### config.mk
export PLATFORM = sky130hd
export DESIGN_NAME = lsu_bus_ctrl
export DESIGN_NICKNAME = d
export VERILOG_FILES = /design/src/rtl/lsu_bus_ctrl.sv
export SDC_FILE = /design/constraint.sdc
export NUM_CORES = 1
export LEC_CHECK = 0
export BUFFER_PORTS_ARGS = -buffer_cell sky130_fd_sc_hd__buf_2
export CAP_MARGIN = 40
export CORE_ASPECT_RATIO = 0.9
export CORE_MARGIN = 1.5
export CORE_UTILIZATION = 58
export DETAILED_ROUTE_END_ITERATION = 6
export PLACE_DENSITY = 0.91
export SYNTH_ARGS = -nofsm -noshare
export SYNTH_HDL_FRONTEND = slang
export SYNTH_SLANG_ARGS = --single-unit
### constraint.sdc
create_clock -name clk -period 15.4 [get_ports clk]
set_input_delay 3.08 -clock clk [delete_from_list [all_inputs] [get_ports clk]]
set_output_delay 3.08 -clock clk [all_outputs]
set_load 0.02 [all_outputs]
### src/rtl/lsu_bus_ctrl.sv
// lsu_bus_ctrl: load/store unit bus controller. It accepts one load or store
// request, runs it as one (or, when split, two) word-aligned bus beats and
// returns a one-cycle response with the extended load data or a fault.
// Optional macro LSU_MISALIGN_SPLIT_EN: when defined, misaligned accesses are
// split into two bus beats (BEAT0 then BEAT1). When undefined, they fault
// without any bus activity.
module lsu_bus_ctrl #(
  parameter int unsigned ADDR_W  = 32,
  parameter int unsigned TIMEOUT = 16
) (
  input  logic              clk,
  input  logic              rst,
  input  logic              req_valid,
  output logic              req_ready,
  input  logic [1:0]        mem_op,
  input  logic [2:0]        mem_sel,
  input  logic [ADDR_W-1:0] mem_addr,
  input  logic [31:0]       mem_wdata,
  output logic              rsp_valid,
  output logic [31:0]       rsp_rdata,
  output logic              rsp_fault,
  output logic              busy,
  output logic              bus_req,
  output logic              bus_re,
  output logic [3:0]        bus_we,
  output logic [ADDR_W-1:0] bus_addr,
  output logic [31:0]       bus_wdata,
  input  logic              bus_ack,
  input  logic [31:0]       bus_rdata,
  input  logic              bus_err
);

  localparam int unsigned CNT_W = 8;
`ifdef LSU_MISALIGN_SPLIT_EN
  localparam int unsigned LANE_W   = 64;
  localparam bit          SPLIT_EN = 1'b1;
`else
  localparam int unsigned LANE_W   = 32;
  localparam bit          SPLIT_EN = 1'b0;
`endif

  localparam logic [1:0] ST_IDLE  = 2'd0;
  localparam logic [1:0] ST_BEAT0 = 2'd1;
  localparam logic [1:0] ST_BEAT1 = 2'd2;
  localparam logic [1:0] ST_RESP  = 2'd3;

  localparam logic [1:0] OP_LOAD  = 2'b01;
  localparam logic [1:0] OP_STORE = 2'b10;

  localparam logic [CNT_W-1:0] CNT_LAST = CNT_W'(TIMEOUT - 1);

  logic [1:0]        state, state_d;
  logic [CNT_W-1:0]  cnt, cnt_d;
  logic [1:0]        op_q;
  logic [2:0]        sel_q;
  logic [ADDR_W-1:0] addr_q;
  logic [31:0]       wdata_q;
  logic              capture;

  logic              req_ready_d, busy_d;
  logic              rsp_valid_d, rsp_fault_d;
  logic [31:0]       rsp_rdata_d;
  logic              bus_req_d, bus_re_d;
  logic [3:0]        bus_we_d;
  logic [ADDR_W-1:0] bus_addr_d;
  logic [31:0]       bus_wdata_d;

  logic [1:0]        src_op;
  logic [2:0]        src_sel;
  logic [ADDR_W-1:0] src_addr;
  logic [31:0]       src_wdata;
  logic [3:0]        base_mask;
  logic [31:0]       data_mask;
  logic [7:0]        lane_mask;
  logic [LANE_W-1:0] lane_data;
  logic              misaligned;
  logic [ADDR_W-1:0] word_addr;
  logic              src_load, src_store;

  logic [31:0]       aligned_rd;
  logic [31:0]       load_data;
  logic              beat_end, beat_fault, go_beat1;

`ifdef LSU_MISALIGN_SPLIT_EN
  logic [31:0]       rdata0_q;
  logic [63:0]       merged_rd;
`endif

  // Request source: live inputs while idle, captured request otherwise
  always_comb begin
    src_op    = op_q;
    src_sel   = sel_q;
    src_addr  = addr_q;
    src_wdata = wdata_q;
    if (state == ST_IDLE) begin
      src_op    = mem_op;
      src_sel   = mem_sel;
      src_addr  = mem_addr;
      src_wdata = mem_wdata;
    end
  end

  // Byte-lane placement of the access relative to the word boundary
  always_comb begin
    case (src_sel)
      3'b000, 3'b100: base_mask = 4'b0001;
      3'b001, 3'b101: base_mask = 4'b0011;
      default:        base_mask = 4'b1111;
    endcase
    data_mask  = {{8{base_mask[3]}}, {8{base_mask[2]}},
                  {8{base_mask[1]}}, {8{base_mask[0]}}};
    lane_mask  = {4'b0000, base_mask} << src_addr[1:0];
    lane_data  = LANE_W'(src_wdata & data_mask) << {src_addr[1:0], 3'b000};
    misaligned = |lane_mask[7:4];
    word_addr  = {src_addr[ADDR_W-1:2], 2'b00};
    src_load   = (src_op == OP_LOAD);
    src_store  = (src_op == OP_STORE);
  end

  // Load data alignment (merging both beats when split) and extension
  always_comb begin
`ifdef LSU_MISALIGN_SPLIT_EN
    merged_rd  = (state == ST_BEAT1) ? {bus_rdata, rdata0_q} : {32'd0, bus_rdata};
    aligned_rd = 32'(merged_rd >> {addr_q[1:0], 3'b000});
`else
    aligned_rd = bus_rdata >> {addr_q[1:0], 3'b000};
`endif
    case (sel_q)
      3'b000:  load_data = {{24{aligned_rd[7]}}, aligned_rd[7:0]};
      3'b100:  load_data = {24'd0, aligned_rd[7:0]};
      3'b001:  load_data = {{16{aligned_rd[15]}}, aligned_rd[15:0]};
      3'b101:  load_data = {16'd0, aligned_rd[15:0]};
      default: load_data = aligned_rd;
    endcase
  end

  // Beat completion: error wins over ack, timeout when the counter runs out
  always_comb begin
    beat_end   = bus_err || bus_ack || (cnt == CNT_LAST);
    beat_fault = bus_err || !bus_ack;
`ifdef LSU_MISALIGN_SPLIT_EN
    go_beat1   = misaligned && bus_ack && !bus_err;
`else
    go_beat1   = 1'b0;
`endif
  end

  // Next-state and registered-output logic
  always_comb begin
    state_d     = state;
    cnt_d       = cnt;
    capture     = 1'b0;
    bus_req_d   = bus_req;
    bus_re_d    = bus_re;
    bus_we_d    = bus_we;
    bus_addr_d  = bus_addr;
    bus_wdata_d = bus_wdata;
    rsp_valid_d = 1'b0;
    rsp_rdata_d = 32'd0;
    rsp_fault_d = 1'b0;

    case (state)
      ST_IDLE: begin
        if (req_valid) begin
          capture = 1'b1;
          if (src_load || src_store) begin
            if (misaligned && !SPLIT_EN) begin
              state_d     = ST_RESP;
              rsp_valid_d = 1'b1;
              rsp_fault_d = 1'b1;
            end else begin
              state_d     = ST_BEAT0;
              cnt_d       = '0;
              bus_req_d   = 1'b1;
              bus_re_d    = src_load;
              bus_we_d    = src_store ? lane_mask[3:0] : 4'b0000;
              bus_addr_d  = word_addr;
              bus_wdata_d = src_store ? lane_data[31:0] : 32'd0;
            end
          end else begin
            state_d     = ST_RESP;
            rsp_valid_d = 1'b1;
          end
        end
      end

      ST_BEAT0: begin
        if (beat_end) begin
          if (go_beat1) begin
`ifdef LSU_MISALIGN_SPLIT_EN
            state_d     = ST_BEAT1;
            cnt_d       = '0;
            bus_we_d    = src_store ? lane_mask[7:4] : 4'b0000;
            bus_addr_d  = word_addr + ADDR_W'(4);
            bus_wdata_d = src_store ? lane_data[63:32] : 32'd0;
`endif
          end else begin
            state_d     = ST_RESP;
            bus_req_d   = 1'b0;
            bus_re_d    = 1'b0;
            bus_we_d    = 4'b0000;
            bus_addr_d  = '0;
            bus_wdata_d = 32'd0;
            rsp_valid_d = 1'b1;
            rsp_fault_d = beat_fault;
            rsp_rdata_d = (src_load && !beat_fault) ? load_data : 32'd0;
          end
        end else begin
          cnt_d = cnt + CNT_W'(1);
        end
      end

`ifdef LSU_MISALIGN_SPLIT_EN
      ST_BEAT1: begin
        if (beat_end) begin
          state_d     = ST_RESP;
          bus_req_d   = 1'b0;
          bus_re_d    = 1'b0;
          bus_we_d    = 4'b0000;
          bus_addr_d  = '0;
          bus_wdata_d = 32'd0;
          rsp_valid_d = 1'b1;
          rsp_fault_d = beat_fault;
          rsp_rdata_d = (src_load && !beat_fault) ? load_data : 32'd0;
        end else begin
          cnt_d = cnt + CNT_W'(1);
        end
      end
`endif

      ST_RESP: begin
        state_d = ST_IDLE;
      end

      default: begin
        state_d = ST_IDLE;
      end
    endcase

    req_ready_d = (state_d == ST_IDLE);
    busy_d      = (state_d != ST_IDLE);
  end

  // State, request capture and output registers
  always_ff @(posedge clk or posedge rst) begin
    if (rst) begin
      state     <= ST_IDLE;
      cnt       <= '0;
      op_q      <= 2'd0;
      sel_q     <= 3'd0;
      addr_q    <= '0;
      wdata_q   <= 32'd0;
      req_ready <= 1'b1;
      busy      <= 1'b0;
      rsp_valid <= 1'b0;
      rsp_rdata <= 32'd0;
      rsp_fault <= 1'b0;
      bus_req   <= 1'b0;
      bus_re    <= 1'b0;
      bus_we    <= 4'b0000;
      bus_addr  <= '0;
      bus_wdata <= 32'd0;
    end else begin
      state     <= state_d;
      cnt       <= cnt_d;
      req_ready <= req_ready_d;
      busy      <= busy_d;
      rsp_valid <= rsp_valid_d;
      rsp_rdata <= rsp_rdata_d;
      rsp_fault <= rsp_fault_d;
      bus_req   <= bus_req_d;
      bus_re    <= bus_re_d;
      bus_we    <= bus_we_d;
      bus_addr  <= bus_addr_d;
      bus_wdata <= bus_wdata_d;
      if (capture) begin
        op_q    <= mem_op;
        sel_q   <= mem_sel;
        addr_q  <= mem_addr;
        wdata_q <= mem_wdata;
      end
    end
  end

`ifdef LSU_MISALIGN_SPLIT_EN
  // First-beat read data held for the split-load merge
  always_ff @(posedge clk or posedge rst) begin
    if (rst) begin
      rdata0_q <= 32'd0;
    end else if (state == ST_BEAT0 && go_beat1) begin
      rdata0_q <= bus_rdata;
    end
  end
`endif

endmodule

---- Yosys cells after proc, flatten, opt, wreduce, memory -nomap -nowiden ----
Index checks and enable logic that the tools add are counted.
word-level totals
  flip-flop bits (word level) ............. 185
  latch bits .............................. 0
  RAM bits ................................ 0
  bits in read-only memories .............. 0
  bits of input ports ..................... 106
  memories ................................ 0
cells by class
  add/sub/neg operators ................... 1
  multipliers ............................. 0
  div/mod/pow operators ................... 0
  $lt $le $gt $ge ......................... 0
  equal/unequal tests ..................... 15
  shift operators ......................... 3
  muxes and demuxes ....................... 55
  bitwise operators ....................... 1
  reduce and logical (&&, ||, !) cells .... 18
operators with widths
  cell                   count
  $mux W32               13
  $pmux W32 S2           2
  $pmux W32 S4           1
  $and A32 B32 Y32       1
  $mux W8                4
  $shl A32 B5 Y32        1
  $shr A32 B5 Y32        1
  $mux W4                5
  $mux W1                16
  $pmux W4 S2            2
  $pmux W8 S2            1
  $eq A3 B3 Y1 const B   4
  $mux W2                5
  $reduce_and A5 Y1      2
  $add A8 B1 Y8 const B  1
  $eq A8 B4 Y1 const B   1
  $ne A2 B2 Y1 const B   4
  $pmux W1 S2            4
  $shl A4 B2 Y8          1
  $eq A3 B1 Y1 const B   2
  $logic_not A3 Y1       2
  $eq A2 B1 Y1 const B   2
  $logic_not A2 Y1       2
  $logic_or A1 B1 Y1     4
  9 further kinds        12

---- Logic depth before layout (Yosys ltp) ----
  depth after elaboration ................. 12
  gate-level depth with buffers ........... 16
  gate-level depth less buffers ........... 9

---- Worst setup path before layout ----
OpenSTA, ideal clock, no wires.
  path type ............................... input to register
  from .................................... input port mem_op[0]
  to ...................................... register bus_wdata[24]
  library setup time ...................... 0.065 ns
  data arrival time ....................... 5.071 ns
  setup slack ............................. 10.264 ns
  stages .................................. 9
  path buffers ............................ 3
  cell sequence ........................... mux2i_1 > ha_1 > or4b_4 > buf_6 > or4_4 > buf_6 > buf_6 > a2111oi_4 > a211o_1
on the way
  word-level cells in the longest chain between the ends .. 7
  elaborated cells on any way between the ends .. 11
  classes of those cells .................. eq/ne (3); mux (6); reduce/logical (2)
RTL lines
  what                  RTL line  text
  start, declared       15        input logic [1:0] mem_op,
  $mux W2 *             95        if (state == ST_IDLE) begin
  $eq A2 B2 Y1          117       src_store = (src_op == OP_STORE);
  $mux W32              178       bus_wdata_d = src_store ? lane_data[31:0] : 32'd0;
  $mux W32              167       if (misaligned && !SPLIT_EN) begin
  $mux W32              166       if (src_load || src_store) begin
  $mux W32              164       if (req_valid) begin
  $pmux W32 S2          162       case (state)
  end signal, assigned  275       bus_wdata <= bus_wdata_d;
  end, declared         27        output logic [31:0] bus_wdata,
Mark *: on every way between the ends. The rest lies on a longest branch, timed or not. The select of a mux whose other input is x is not followed.
A chain may end at the register's enable or synchronous reset.

---- Worst setup path after layout ----
  from .................................... input port mem_op[0]
  to ...................................... register bus_we[3]
on the way
  word-level cells in the longest chain between the ends .. 7
  elaborated cells on any way between the ends .. 11
  classes of those cells .................. eq/ne (3); mux (6); reduce/logical (2)
RTL lines
  what                  RTL line  text
  $mux W2 *             95
  $eq A2 B2 Y1          117
  $mux W4               176       bus_we_d = src_store ? lane_mask[3:0] : 4'b0000;
  $mux W4               167
  $mux W4               166
  $mux W4               164
  $pmux W4 S2           162
  end signal, assigned  273       bus_we <= bus_we_d;
  end, declared         25        output logic [3:0] bus_we,
Marks and branches as above.

==> key figures <==
Drt
  – DR iter-0 viols: 606
  – Detail Route Antenna Nets: 0
  – Vias per std cell: 6.06
  – Drt drc: 0
  – Vias: 7147
  – Routed WL: 22.7 mm
  – WL/cell: 19.2 um
  – Drt first pass iters: 7

Synth
  – Sequential area share after synthesis: 0.528
  – Cell accounting for the most synthesized area: dfrtp_1
  – Ys flop type: dfrtp_1
  – Async S/R FF share, synth: 1.00
  – Yosys reg bits: 183
  – Cell Area, Synth: 8670 um2
  – Unique masters post-synth: 52
  – Syn Inst Count: 792
  – Mapped Avg Cell Area: 10.9 um2
  – Yosys warning count: 0
  – Ranking of synthesized cells by area: dfrtp_1, mux2_2, mux2i_1
  – Post-synth EDFFs: 0
  – Post-synth top area share: 0.525

Cells and area
  – Fin util: 0.714
  – NumNets Final: 1074
  – Area growth, synth to finish: 20.7%
  – Layout cells sized above 1: 0.348

Critical path
  – CP max stage cell: or4b_4
  – R2R depth: 10
  – CP arrival: 5.66 ns
  – R2r startpoint: state[0]
  – Crit-path max cell delay: 0.54 ns
  – CP required: 15.71 ns
  – Setup CP Type: primary input to flop
  – R2R Path End: bus_we[3]
  – Crit-path max FO: 79
  – Kind of end point of the critical path: flop
  – Element type at the critical path start: primary input
  – Crit-path cells: buf_2, mux2i_1, ha_1, or4b_4, nor3_1, buf_4, a21oi_4, buf_4, o41ai_1
  – Setup slack, reg-to-reg: 11.27 ns
  – Critical path's most frequent cell: buf_4

CTS
  – Clk sinks: 183
  – TritonCTS clock tree: yes
  – Skew-Pair Late Insertion Delay: 0.44 ns
  – CTS root buf: clkbuf_16
  – Num CTS Buffers: 17
  – Post-cts sizing count: 0
  – Clk buf depth: 2
  – Clk pin slew, worst setup/hold paths: 0.07 ns
  – H-tree depth: 4
  – Hold Buf Count CTS: 0
  – Post-CTS Setup Bufs: 0

Timing
  – Final hold slack: 0.480 ns
  – Setup TNS: 0 ns
  – Fin crit period: 5.35 ns
  – Layout Skew: 0.0123 ns
  – Relative slew slack: 0.411
  – Highest Clock Rate: 187 MHz
  – Final Hold Viols: 0
  – Fin crit share: 0.347
  – Slew Limit Fails: 0
  – Final setup vio count: 0
  – Unrepaired setup endpoints after global routing: no
  – Actual slew at the worst max-slew pin: 0.877 ns

Die
  – Row count: 42
  – Initial Util: 0.591
  – Core box area: 14700 um2
  – Ports: 212
  – Die area: 15700 um2
  – Die width: 132 um
  – Die H: 119 um

Hold path
  – Worst Hold Class: flop to flop
  – Worst hold path depth: 2
  – Hold EP: bus_wdata[3]
  – Hold_sp: bus_wdata[3]

Placement
  – Port Buffers: 209
  – Final GP Congestion: 0.910
  – Dpl hpwl: 15.4 mm

Global routing
  – Initial antenna violation count: 5
  – Remaining Overflow, GRT: 0
  – Wire length of the first global-routing pass: 36.7 mm
  – Largest net degree at the start of global routing: 85
  – Vias in the first global route: 6952
  – GRT Util Overall: 0.297

Power and ir drop
  – Total power: 0.00212 W
  – PwrDens: 203 nW/um2
  – Worst IR Drop VDD: 113 uV
  – Static leakage: 5.07 nW

Run
  – Max-cap violations: 0

Run status
  – Status: complete, no violations
[stage by stage]
stage	setup slack, ns	std cells	area (um2)
floorplan	7.35	793	8680
global placement	9.77	1142	9780
detailed placement	9.64	1144	9820
CTS	10.04	1176	10500
global route	9.85	1179	10500
finish	10.05	1180	10500
[state kept, by name (all words and copies together) (netlist names)]
| name | cells |
|---|---|
| req_ready | 1 |
| addr_q | 32 |
| busy | 1 |
| bus_addr | 30 |
| state | 2 |
| bus_wdata | 32 |
| bus_we | 4 |
| bus_req | 1 |
| rsp_fault | 1 |
| rsp_valid | 1 |
| rsp_rdata | 32 |
| sel_q | 3 |
| op_q | 2 |
| wdata_q | 32 |
| bus_re | 1 |
| cnt | 8 |
[synthesized netlist by cell type (all sizes together) (2+ instances only)]
master,instances
or4,4
nand3,6
and2,3
xnor2,2
a211oi,16
o31ai,13
mux2,70
o21a,3
nor3,5
mux2i,43
a21oi,14
o2111ai,8
a21o,10
o211ai,9
inv,7
a211o,9
nor2,27
a22o,10
buf,20
nor2b,10
or2,4
o22a,8
a22oi,30
or3,4
clkbuf,49
o21ai,81
nand3b,16
dfrtp,182
a31oi,8
nand2,88
nor4b,9
and3,3
ha,3
a2111oi,8
[how the worst max path moves through the flow]
stage	from	endpoint	slack, ns	depth (start not counted)
floorplan	rst	addr_q[0]	7.35	1
global placement	mem_op[0]	bus_we[3]	9.77	9
detailed placement	mem_op[0]	bus_we[3]	9.64	9
CTS	mem_op[0]	bus_we[3]	10.04	9
global route	mem_op[1]	bus_addr[4]	9.85	10
finish	mem_op[0]	bus_we[3]	10.05	9
[kinds of logic (layout without fill, tap and decap cells)]
logic type                 count (synthesis)  count (layout)  synth area share
and+or+nand+nor                          182             182             0.104
other                                      1               6          0.000432
buffers and inverters                     77             262            0.0384
xor gates and xnor gates                   3               3           0.00303
adders and majority gates                  3               3           0.00433
DFF                                      183             183             0.528
muxes                                    113             113             0.141
AOI/OAI and AO/OA                        230             230             0.181
[metal layers]
metal  wire [um]  up-vias  global-route usage
met5          12        -                   0
met4         637        2               0.110
met3        2160       52              0.0941
met2       10700      389               0.476
met1        9110     3461               0.379
li1            -     3243                   -
[where the power goes]
group          leakage, nW  total (W)  internal, W  switching, W
Combinational         2.41   0.000908     0.000345      0.000563
Clock                0.308   0.000462     0.000271      0.000191
Sequential            2.36   0.000752     0.000642      0.000110
Total                 5.07    0.00212      0.00126      0.000864
[area by class of cell]
cell class                      count  area, um2
Multi-Input combinational cell    533       3780
Inverter                            8       35.0
Clock buffer                       20        467
Timing Repair Buffer              222       1180
Antenna cell                        4       10.0
Fill cell                        1056       4200
Sequential cell                   183       4580
Clock inverter                     12        164
Tap cell                          198        248
[placed cells by master, fill, tap and decap left out, types with 11 or more instances in the layout]
cell / instances
mux2i_1: 42
mux2_2: 70
o31ai_1: 13
clkbuf_16: 17
o21ai_0: 80
nor2_1: 25
a211oi_1: 16
nand2_1: 88
buf_4: 11
a22oi_1: 30
dfrtp_1: 181
buf_2: 209
a21oi_1: 13
nand3b_1: 16
[worst max-delay path, delay by kind of cell]
| family | cells | cell delay [ns] |
|---|---|---|
| AOI/OAI and AO/OA | 2 | 0.61 |
| and+or+nand+nor | 2 | 0.70 |
| muxes | 1 | 0.19 |
| buffers and inverters | 3 | 0.75 |
| adders and majority gates | 1 | 0.29 |
Note: power is estimated with default switching activity, not from simulation.
